### src/rtl/multi_cycle_datapath_if.sv
`default_nettype none
`timescale 1ns/1ps
// ============================================================================
//  Module      : multi_cycle_datapath_if
//  Description : Shared instruction/data memory port for multi_cycle_datapath.
//                A single req/ready handshake carries fetches, loads and stores.
//                An access completes on the rising edge where mem_req and
//                mem_ready are both high.
//  Ports       : mem_req   core -> mem  access request
//                mem_we    core -> mem  1 = write (sw), 0 = read (fetch, lw)
//                mem_addr  core -> mem  byte address (low 2 bits unmodified)
//                mem_wdata core -> mem  store data
//                mem_ready mem -> core  access completes this cycle
//                mem_rdata mem -> core  read data, valid with mem_ready
//  Revision    : 1.0  initial release
// ============================================================================
interface multi_cycle_datapath_if #(
   parameter int ADDR_WIDTH = 32
);
   logic                  mem_req;
   logic                  mem_we;
   logic [ADDR_WIDTH-1:0] mem_addr;
   logic [31:0]           mem_wdata;
   logic                  mem_ready;
   logic [31:0]           mem_rdata;

   // Core side
   modport master (
      output mem_req, mem_we, mem_addr, mem_wdata,
      input  mem_ready, mem_rdata
   );

   // Memory side
   modport slave (
      input  mem_req, mem_we, mem_addr, mem_wdata,
      output mem_ready, mem_rdata
   );
endinterface
`default_nettype wire

### src/rtl/multi_cycle_datapath.sv
`default_nettype none
`timescale 1ns/1ps
// ============================================================================
//  Module      : multi_cycle_datapath
//  Description : Multi-cycle MIPS-32 integer core (add sub and or slt addi slti
//                andi ori lw sw beq bne j). Every instruction walks through
//                FETCH/DECODE/EXEC/MEM/WB over one shared memory port that
//                tolerates wait states. Illegal encodings park the core in HALT.
//  Ports       : clock   single rising-edge clock
//                clear   synchronous active-high reset
//                mem     memory bus (master modport of multi_cycle_datapath_if)
//                pc_out  current PC register
//                retire  pulse in the final cycle of each completed instruction
//                halted  high while in HALT
//  Parameters  : ADDR_WIDTH  PC / byte-address width (up to 32)
//                RESET_PC    word-aligned PC loaded by clear
//  Revision    : 1.0  initial release
// ============================================================================
module multi_cycle_datapath #(
   parameter int                    ADDR_WIDTH = 32,
   parameter logic [ADDR_WIDTH-1:0] RESET_PC   = '0
) (
   input  wire logic                  clock,
   input  wire logic                  clear,
   multi_cycle_datapath_if.master     mem,
   output logic [ADDR_WIDTH-1:0]      pc_out,
   output logic                       retire,
   output logic                       halted
);

   // ------------------------------------------------------------------------
   // Encodings
   // ------------------------------------------------------------------------
   localparam logic [5:0] OP_RTYPE = 6'b000000;
   localparam logic [5:0] OP_J     = 6'b000010;
   localparam logic [5:0] OP_BEQ   = 6'b000100;
   localparam logic [5:0] OP_BNE   = 6'b000101;
   localparam logic [5:0] OP_ADDI  = 6'b001000;
   localparam logic [5:0] OP_SLTI  = 6'b001010;
   localparam logic [5:0] OP_ANDI  = 6'b001100;
   localparam logic [5:0] OP_ORI   = 6'b001101;
   localparam logic [5:0] OP_LW    = 6'b100011;
   localparam logic [5:0] OP_SW    = 6'b101011;

   localparam logic [5:0] F_ADD    = 6'b100000;
   localparam logic [5:0] F_SUB    = 6'b100010;
   localparam logic [5:0] F_AND    = 6'b100100;
   localparam logic [5:0] F_OR     = 6'b100101;
   localparam logic [5:0] F_SLT    = 6'b101010;

   typedef enum logic [2:0] {
      S_IDLE   = 3'd0,
      S_FETCH  = 3'd1,
      S_DECODE = 3'd2,
      S_EXEC   = 3'd3,
      S_MEM    = 3'd4,
      S_WB     = 3'd5,
      S_HALT   = 3'd6
   } state_t;

   // ------------------------------------------------------------------------
   // Architectural and micro-architectural state
   // ------------------------------------------------------------------------
   state_t                state_q, state_d;
   logic [ADDR_WIDTH-1:0] pc_q;
   logic [ADDR_WIDTH-1:0] t_q;        // branch target computed in DECODE
   logic [31:0]           ir_q;
   logic [31:0]           a_q;
   logic [31:0]           b_q;
   logic [31:0]           aluout_q;
   logic [31:0]           mdr_q;
   logic [31:0]           rf_q [32];

   // ------------------------------------------------------------------------
   // Instruction fields and decode
   // ------------------------------------------------------------------------
   logic [5:0]            w_op;
   logic [5:0]            w_funct;
   logic [4:0]            w_rs, w_rt, w_rd, w_dest;
   logic [31:0]           w_imm_sext, w_imm_zext, w_alu_b, w_alu_res, w_wb_data;
   logic [31:0]           w_br_off32;
   logic [ADDR_WIDTH-1:0] w_jump_target;
   logic                  w_legal, w_is_mem, w_is_ctl, w_br_take, w_done;

   assign w_op       = ir_q[31:26];
   assign w_funct    = ir_q[5:0];
   assign w_rs       = ir_q[25:21];
   assign w_rt       = ir_q[20:16];
   assign w_rd       = ir_q[15:11];
   assign w_dest     = (w_op == OP_RTYPE) ? w_rd : w_rt;
   assign w_imm_sext = {{16{ir_q[15]}}, ir_q[15:0]};
   assign w_imm_zext = {16'h0000, ir_q[15:0]};
   assign w_br_off32 = {{14{ir_q[15]}}, ir_q[15:0], 2'b00};
   assign w_is_mem   = (w_op == OP_LW) || (w_op == OP_SW);
   assign w_is_ctl   = (w_op == OP_BEQ) || (w_op == OP_BNE) || (w_op == OP_J);
   assign w_br_take  = (w_op == OP_BEQ) ? (a_q == b_q) : (a_q != b_q);
   assign w_wb_data  = (w_op == OP_LW) ? mdr_q : aluout_q;

   // Jump keeps the PC bits above the 28-bit region; narrow PCs simply
   // truncate the region address.
   if (ADDR_WIDTH > 28) begin : g_jump_wide
      assign w_jump_target = {pc_q[ADDR_WIDTH-1:28], ir_q[25:0], 2'b00};
   end else begin : g_jump_narrow
      assign w_jump_target = ADDR_WIDTH'({ir_q[25:0], 2'b00});
   end

   always_comb begin
      w_legal = 1'b0;
      case (w_op)
         OP_RTYPE: begin
            case (w_funct)
               F_ADD, F_SUB, F_AND, F_OR, F_SLT: w_legal = 1'b1;
               default:                          w_legal = 1'b0;
            endcase
         end
         OP_ADDI, OP_SLTI, OP_ANDI, OP_ORI,
         OP_LW, OP_SW, OP_BEQ, OP_BNE, OP_J:    w_legal = 1'b1;
         default:                               w_legal = 1'b0;
      endcase
   end

   // ------------------------------------------------------------------------
   // ALU: andi/ori zero-extend, the other immediates sign-extend
   // ------------------------------------------------------------------------
   assign w_alu_b = (w_op == OP_RTYPE)                      ? b_q        :
                    ((w_op == OP_ANDI) || (w_op == OP_ORI)) ? w_imm_zext :
                                                              w_imm_sext;

   always_comb begin
      w_alu_res = a_q + w_alu_b;
      if (w_op == OP_RTYPE) begin
         case (w_funct)
            F_SUB:   w_alu_res = a_q - w_alu_b;
            F_AND:   w_alu_res = a_q & w_alu_b;
            F_OR:    w_alu_res = a_q | w_alu_b;
            F_SLT:   w_alu_res = {31'd0, ($signed(a_q) < $signed(w_alu_b))};
            default: w_alu_res = a_q + w_alu_b;
         endcase
      end else begin
         case (w_op)
            OP_SLTI: w_alu_res = {31'd0, ($signed(a_q) < $signed(w_alu_b))};
            OP_ANDI: w_alu_res = a_q & w_alu_b;
            OP_ORI:  w_alu_res = a_q | w_alu_b;
            default: w_alu_res = a_q + w_alu_b;
         endcase
      end
   end

   // ------------------------------------------------------------------------
   // FSM
   // ------------------------------------------------------------------------
   always_ff @(posedge clock) begin
      if (clear) begin
         state_q <= S_IDLE;
      end else begin
         state_q <= state_d;
      end
   end

   always_comb begin
      state_d = state_q;
      case (state_q)
         S_IDLE:   state_d = S_FETCH;
         S_FETCH:  if (mem.mem_ready) state_d = S_DECODE;
         S_DECODE: begin
            if (ir_q == 32'd0)    state_d = S_FETCH;
            else if (!w_legal)    state_d = S_HALT;
            else                  state_d = S_EXEC;
         end
         S_EXEC: begin
            if (w_is_mem)         state_d = S_MEM;
            else if (w_is_ctl)    state_d = S_FETCH;
            else                  state_d = S_WB;
         end
         S_MEM: begin
            if (mem.mem_ready) state_d = (w_op == OP_SW) ? S_FETCH : S_WB;
         end
         S_WB:     state_d = S_FETCH;
         S_HALT:   state_d = S_HALT;
         default:  state_d = S_IDLE;
      endcase
   end

   // ------------------------------------------------------------------------
   // Datapath registers. rf_q[0] is never written, so it always reads 0.
   // ------------------------------------------------------------------------
   always_ff @(posedge clock) begin
      if (clear) begin
         pc_q     <= RESET_PC;
         t_q      <= '0;
         ir_q     <= '0;
         a_q      <= '0;
         b_q      <= '0;
         aluout_q <= '0;
         mdr_q    <= '0;
         for (int i = 0; i < 32; i++) begin
            rf_q[i] <= '0;
         end
      end else begin
         case (state_q)
            S_FETCH: begin
               if (mem.mem_ready) begin
                  ir_q <= mem.mem_rdata;
                  pc_q <= pc_q + ADDR_WIDTH'(4);
               end
            end
            S_DECODE: begin
               a_q <= rf_q[w_rs];
               b_q <= rf_q[w_rt];
               // pc_q already holds PC+4 here
               t_q <= pc_q + w_br_off32[ADDR_WIDTH-1:0];
            end
            S_EXEC: begin
               if (w_is_mem) begin
                  aluout_q <= a_q + w_imm_sext;
               end else if (w_op == OP_J) begin
                  pc_q <= w_jump_target;
               end else if (w_is_ctl) begin
                  if (w_br_take) pc_q <= t_q;
               end else begin
                  aluout_q <= w_alu_res;
               end
            end
            S_MEM: begin
               if (mem.mem_ready && (w_op == OP_LW)) mdr_q <= mem.mem_rdata;
            end
            S_WB: begin
               if (w_dest != 5'd0) rf_q[w_dest] <= w_wb_data;
            end
            default: ;
         endcase
      end
   end

   // ------------------------------------------------------------------------
   // Outputs decoded from registered state. Store data and address come from
   // registers that are frozen for the whole access, so they stay stable
   // across wait states. A store retires in the cycle its handshake completes.
   // ------------------------------------------------------------------------
   assign mem.mem_req   = (state_q == S_FETCH) || (state_q == S_MEM);
   assign mem.mem_we    = (state_q == S_MEM) && (w_op == OP_SW);
   assign mem.mem_addr  = (state_q == S_MEM) ? aluout_q[ADDR_WIDTH-1:0] : pc_q;
   assign mem.mem_wdata = b_q;

   assign w_done = ((state_q == S_DECODE) && (ir_q == 32'd0))             ||
                   ((state_q == S_EXEC)   && w_is_ctl)                    ||
                   ((state_q == S_MEM)    && (w_op == OP_SW) && mem.mem_ready) ||
                   (state_q == S_WB);

   // clear cancels whatever would have completed this cycle
   assign retire = w_done && !clear;
   assign halted = (state_q == S_HALT);
   assign pc_out = pc_q;

endmodule
`default_nettype wire

### src/flat_wrapper.sv
// flat-port wrapper written by rule: the top's interface ports become plain ports
module multi_cycle_datapath_flat 
#(
   parameter int                    ADDR_WIDTH = 32,
   parameter logic [ADDR_WIDTH-1:0] RESET_PC   = '0
)
  (clock, clear, pc_out, retire, halted, mem_mem_req, mem_mem_we, mem_mem_addr, mem_mem_wdata, mem_mem_ready, mem_mem_rdata);
  multi_cycle_datapath_if #(.ADDR_WIDTH(ADDR_WIDTH)) mem_i ();
  input  wire logic clock;
  input  wire logic clear;
  output logic [ADDR_WIDTH-1:0] pc_out;
  output logic retire;
  output logic halted;
  output wire logic [$bits(mem_i.mem_req)-1:0] mem_mem_req;
  output wire logic [$bits(mem_i.mem_we)-1:0] mem_mem_we;
  output wire logic [$bits(mem_i.mem_addr)-1:0] mem_mem_addr;
  output wire logic [$bits(mem_i.mem_wdata)-1:0] mem_mem_wdata;
  input wire logic [$bits(mem_i.mem_ready)-1:0] mem_mem_ready;
  input wire logic [$bits(mem_i.mem_rdata)-1:0] mem_mem_rdata;
  assign mem_mem_req = mem_i.mem_req;
  assign mem_mem_we = mem_i.mem_we;
  assign mem_mem_addr = mem_i.mem_addr;
  assign mem_mem_wdata = mem_i.mem_wdata;
  assign mem_i.mem_ready = mem_mem_ready;
  assign mem_i.mem_rdata = mem_mem_rdata;
  multi_cycle_datapath #(.ADDR_WIDTH(ADDR_WIDTH), .RESET_PC(RESET_PC)) u_core (.clock(clock), .clear(clear), .mem(mem_i), .pc_out(pc_out), .retire(retire), .halted(halted));
endmodule
### config.mk
export PLATFORM = sky130hd
export DESIGN_NAME = multi_cycle_datapath_flat
export DESIGN_NICKNAME = d
export VERILOG_FILES = /design/src/rtl/multi_cycle_datapath_if.sv /design/src/rtl/multi_cycle_datapath.sv /design/src/flat_wrapper.sv
export SDC_FILE = /design/constraint.sdc
export NUM_CORES = 2
export LEC_CHECK = 0
export CORE_ASPECT_RATIO = 1.4
export CORE_MARGIN = 5
export CORE_UTILIZATION = 55
export CTS_CLUSTER_DIAMETER = 40
export CTS_CLUSTER_SIZE = 8
export DETAILED_ROUTE_END_ITERATION = 10
export GPL_TIMING_DRIVEN = 0
export PLACE_DENSITY = 0.69
export SLEW_MARGIN = 20
export SYNTH_ARGS = -nofsm -noshare
export SYNTH_HDL_FRONTEND = slang
export SYNTH_SLANG_ARGS = --single-unit
### constraint.sdc
create_clock -name clock -period 7.24 [get_ports clock]
set_clock_uncertainty 0.2 [all_clocks]
set_input_delay 1.448 -clock clock [delete_from_list [all_inputs] [get_ports clock]]
set_output_delay 1.448 -clock clock [all_outputs]
set_load 0.02 [all_outputs]
==> out/qor.csv <==
metric;value;unit
Peak VDD IR;0.240;mV
Power Density;252;nW/µm²
outcome;finished, final reports clean;
DRC viols;0;
min cycle time layout;7.19;ns
die width;312;µm
crit end category;flip-flop;
CP required;7.68;ns
Net Sw Frac;29.8;%
grt met2 use;68.9;%
Routed WL;284000;µm
Final ANT Viol Nets;0;
Netlist cell types;88;
CTS tree;built;
GR Layer Usage met3;9.65;%
logic gate share of total power;19.2;%
hold buffer count at CTS;0;
HPWL Detailed;223000;µm
row cnt;155;
relative slew slack;10.4;%
count of final hold-check violations;0;
Slew Limit Fails;0;
startpoint types;flip-flop;
Place WS;-0.784;ns
asr flop ratio synth;0;%
vias in the first global route;54200;
Sink Count;1251;
register share of total power;41.2;%
Starting Density;55.2;%
Synth Instances;5796;
nets;6390;
initial antenna violation count;21;
RSZ-0062 raised after global routing;false;
WL/cell;35.9;µm
Max-cap violations;0;
hold_ws;0.255;ns
Yosys reg bits;1251;
Worst-Margin Slew;1.34;ns
Reg area;35300;µm²
IO Pins;135;
CTS max path bufs;3;
Core ar.;127000;µm²
global-route wire length before repair;391000;µm
Area Overhead vs Synth;14.2;%
Cell Area, Placed;74900;µm²
clk root buf;clkbuf_16;
Worst-path clk slew;0.05;ns
total power;20.3;mW
kind of critical path;flip-flop to flip-flop;
sw power;6.04;mW
overall routing resource usage;41.3;%
P_leak;26.2;nW
fraction of layout cells with a size suffix above 1;17.6;%
synth warn;0;
most common cell after layout, fill and taps aside;nor2_1;
Worst Setup SP;u_core.ir_q[26]$_SDFFE_PP0P_;
Top FF cell, synth;edfxtp_1;
clock power share;39.6;%
grt total ovfl;0;
Setup WS post-layout;0.0520;ns
Clock Latency Late Sink;0.84;ns
CP arrival;7.63;ns
Avg Vias per Cell;6.96;
Avg Inst Size Synth;12.1;µm²
Layout Utilization;63.1;%
Tcrit/Tclk final;99.3;%
Fillers;9863;
worst hold start;u_core.t_q[5]$_SDFFE_PP0N_;
Inst Count DP;7652;
Critical Path Fanout Max;19;
CTS Buf Count;185;
Reg-to-Reg Start;u_core.ir_q[26]$_SDFFE_PP0P_;
largest net degree at the start of global routing;30;
Final Cell Area;80300;µm²
busiest grt layer;met2;
EDFF count, synth;1024;
gp weighted congestion;1.07;
DR pass1 iterations;6;
die area;135000;µm²
Max H-tree Level;4;
fmax;0.139;GHz
post-synthesis cell area;70300;µm²
Setup TNS Final;0;ns
met1 GRT Util;43.7;%
commonest cells after routing, fill and taps aside;1194 x nor2_1, 1024 x edfxtp_1, 640 x mux4_2;
Power Internal;14.2;mW
footprint of the multi-input gates;32800;µm²
endpoints failing setup;0;
Die Y;433;µm
via count;55100;
I/O Buffers;133;
Post-Layout Cell Count;7915;
register area share after synthesis;50.2;%
Hold WC Path Type;flip-flop to flip-flop;
first-iteration detailed-routing DRC count;8076;
## power groups by stage
stage          combinational [mW]  sequential (mW)  clock (mW)
6_report                     3.88             8.35        8.02
2_1_floorplan                2.30             8.32           0
5_1_grt                      4.00             8.34        8.33
3_5_place_dp                 3.70             8.46           0
4_1_cts                      3.72             8.32        8.00
3_3_place_gp                 3.61             8.45           0
## metal layers
metal / vias to the layer above / wire length (µm)
met5: - / 80
met4: 12 / 33300
met3: 1205 / 29600
met2: 4124 / 136000
met1: 27200 / 84900
li1: 22500 / -
## worst paths after layout
kind              cells past startpoint                                to  slack (ns)
setup reg to reg                     20  u_core.aluout_q[19]$_SDFFE_PP0P_        0.05
hold / removal                        2        u_core.t_q[5]$_SDFFE_PP0N_        0.25
setup / recovery                     20  u_core.aluout_q[19]$_SDFFE_PP0P_        0.05
hold reg to reg                       2        u_core.t_q[5]$_SDFFE_PP0N_        0.25
## critical path, stage by stage (launching register included)
cell      delay, ns
dfxtp_1        0.66
or4_1          0.29
or3_1          0.12
buf_2          0.60
clkbuf_2       0.47
clkbuf_1       0.46
nand2_1        0.12
nand2_1        0.19
inv_1          0.10
ha_1           0.28
clkbuf_1       0.32
inv_1          0.16
nor3_1         0.44
a31oi_1        0.28
and2_0         0.21
o21ai_0        0.55
a31oi_1        0.20
xnor2_1        0.37
o21ai_0        0.16
a31oi_1        0.66
a211oi_1       0.17
## layout make-up
| class | instances | area share [%] |
|---|---|---|
| sequential | 1251 | 44.0 |
| multi-input combinational | 3939 | 40.9 |
| clock buffer | 222 | 6.02 |
| timing repair buffer | 181 | 2.80 |
| buffer | 523 | 2.60 |
| tap | 1648 | 2.57 |
| clock inverter | 31 | 0.594 |
| inverter | 112 | 0.524 |
| antenna | 8 | 0.0249 |
## state kept, by name, indices dropped and copies added (netlist names)
signal                flops
u_core.mdr_q             32
u_core.aluout_q          32
u_core.state_q            3
u_core.ir_q              32
u_core.a_q               32
u_core.t_q               32
u_core.mem.mem_wdata     32
u_core.pc_out            32
u_core.rf_q            1024
## logic make-up (layout without fill, tap and decap cells)
kind of cell / after synthesis / count (layout) / share of synthesized area (%)
adders and majority gates: 162 / 162 / 2.93
other: 1 / 40 / 0.00534
muxes: 747 / 747 / 22.1
buffers and inverters: 637 / 1069 / 3.47
xor gates and xnor gates: 133 / 133 / 1.66
DFF: 1251 / 1251 / 50.2
AOI/OAI and AO/OA: 868 / 868 / 7.97
and+or+nand+nor: 1997 / 1997 / 11.7
## cell usage after synthesis, types with 21 or more instances
library cell | instances | area (µm²)
mux2_2 | 30 | 338
nand4_1 | 24 | 150
nor3_1 | 40 | 200
nand3_1 | 47 | 235
o21ai_0 | 138 | 691
edfxtp_1 | 1024 | 30700
xor2_1 | 30 | 263
a221oi_1 | 27 | 236
o211ai_1 | 27 | 203
a311oi_1 | 37 | 324
dfxtp_1 | 227 | 4540
clkbuf_1 | 444 | 1670
a21oi_1 | 304 | 1520
mux2i_1 | 77 | 771
a21o_1 | 56 | 420
mux4_2 | 640 | 14400
a211oi_1 | 75 | 563
o21bai_1 | 21 | 158
nand2b_1 | 46 | 288
ha_1 | 158 | 1980
inv_1 | 111 | 417
and3_1 | 22 | 138
buf_1 | 61 | 229
xnor2_1 | 103 | 902
nor2_1 | 1195 | 4490
nand2_1 | 521 | 1960
o21a_1 | 27 | 203
a31oi_1 | 25 | 156
## what timing repair did
action,CTS,global route
buffers inserted,3,0
endpoints found under the setup margin,19,10
resized for setup,4,11
pin swaps,1,0
Note: power is estimated with default switching activity, not from simulation.
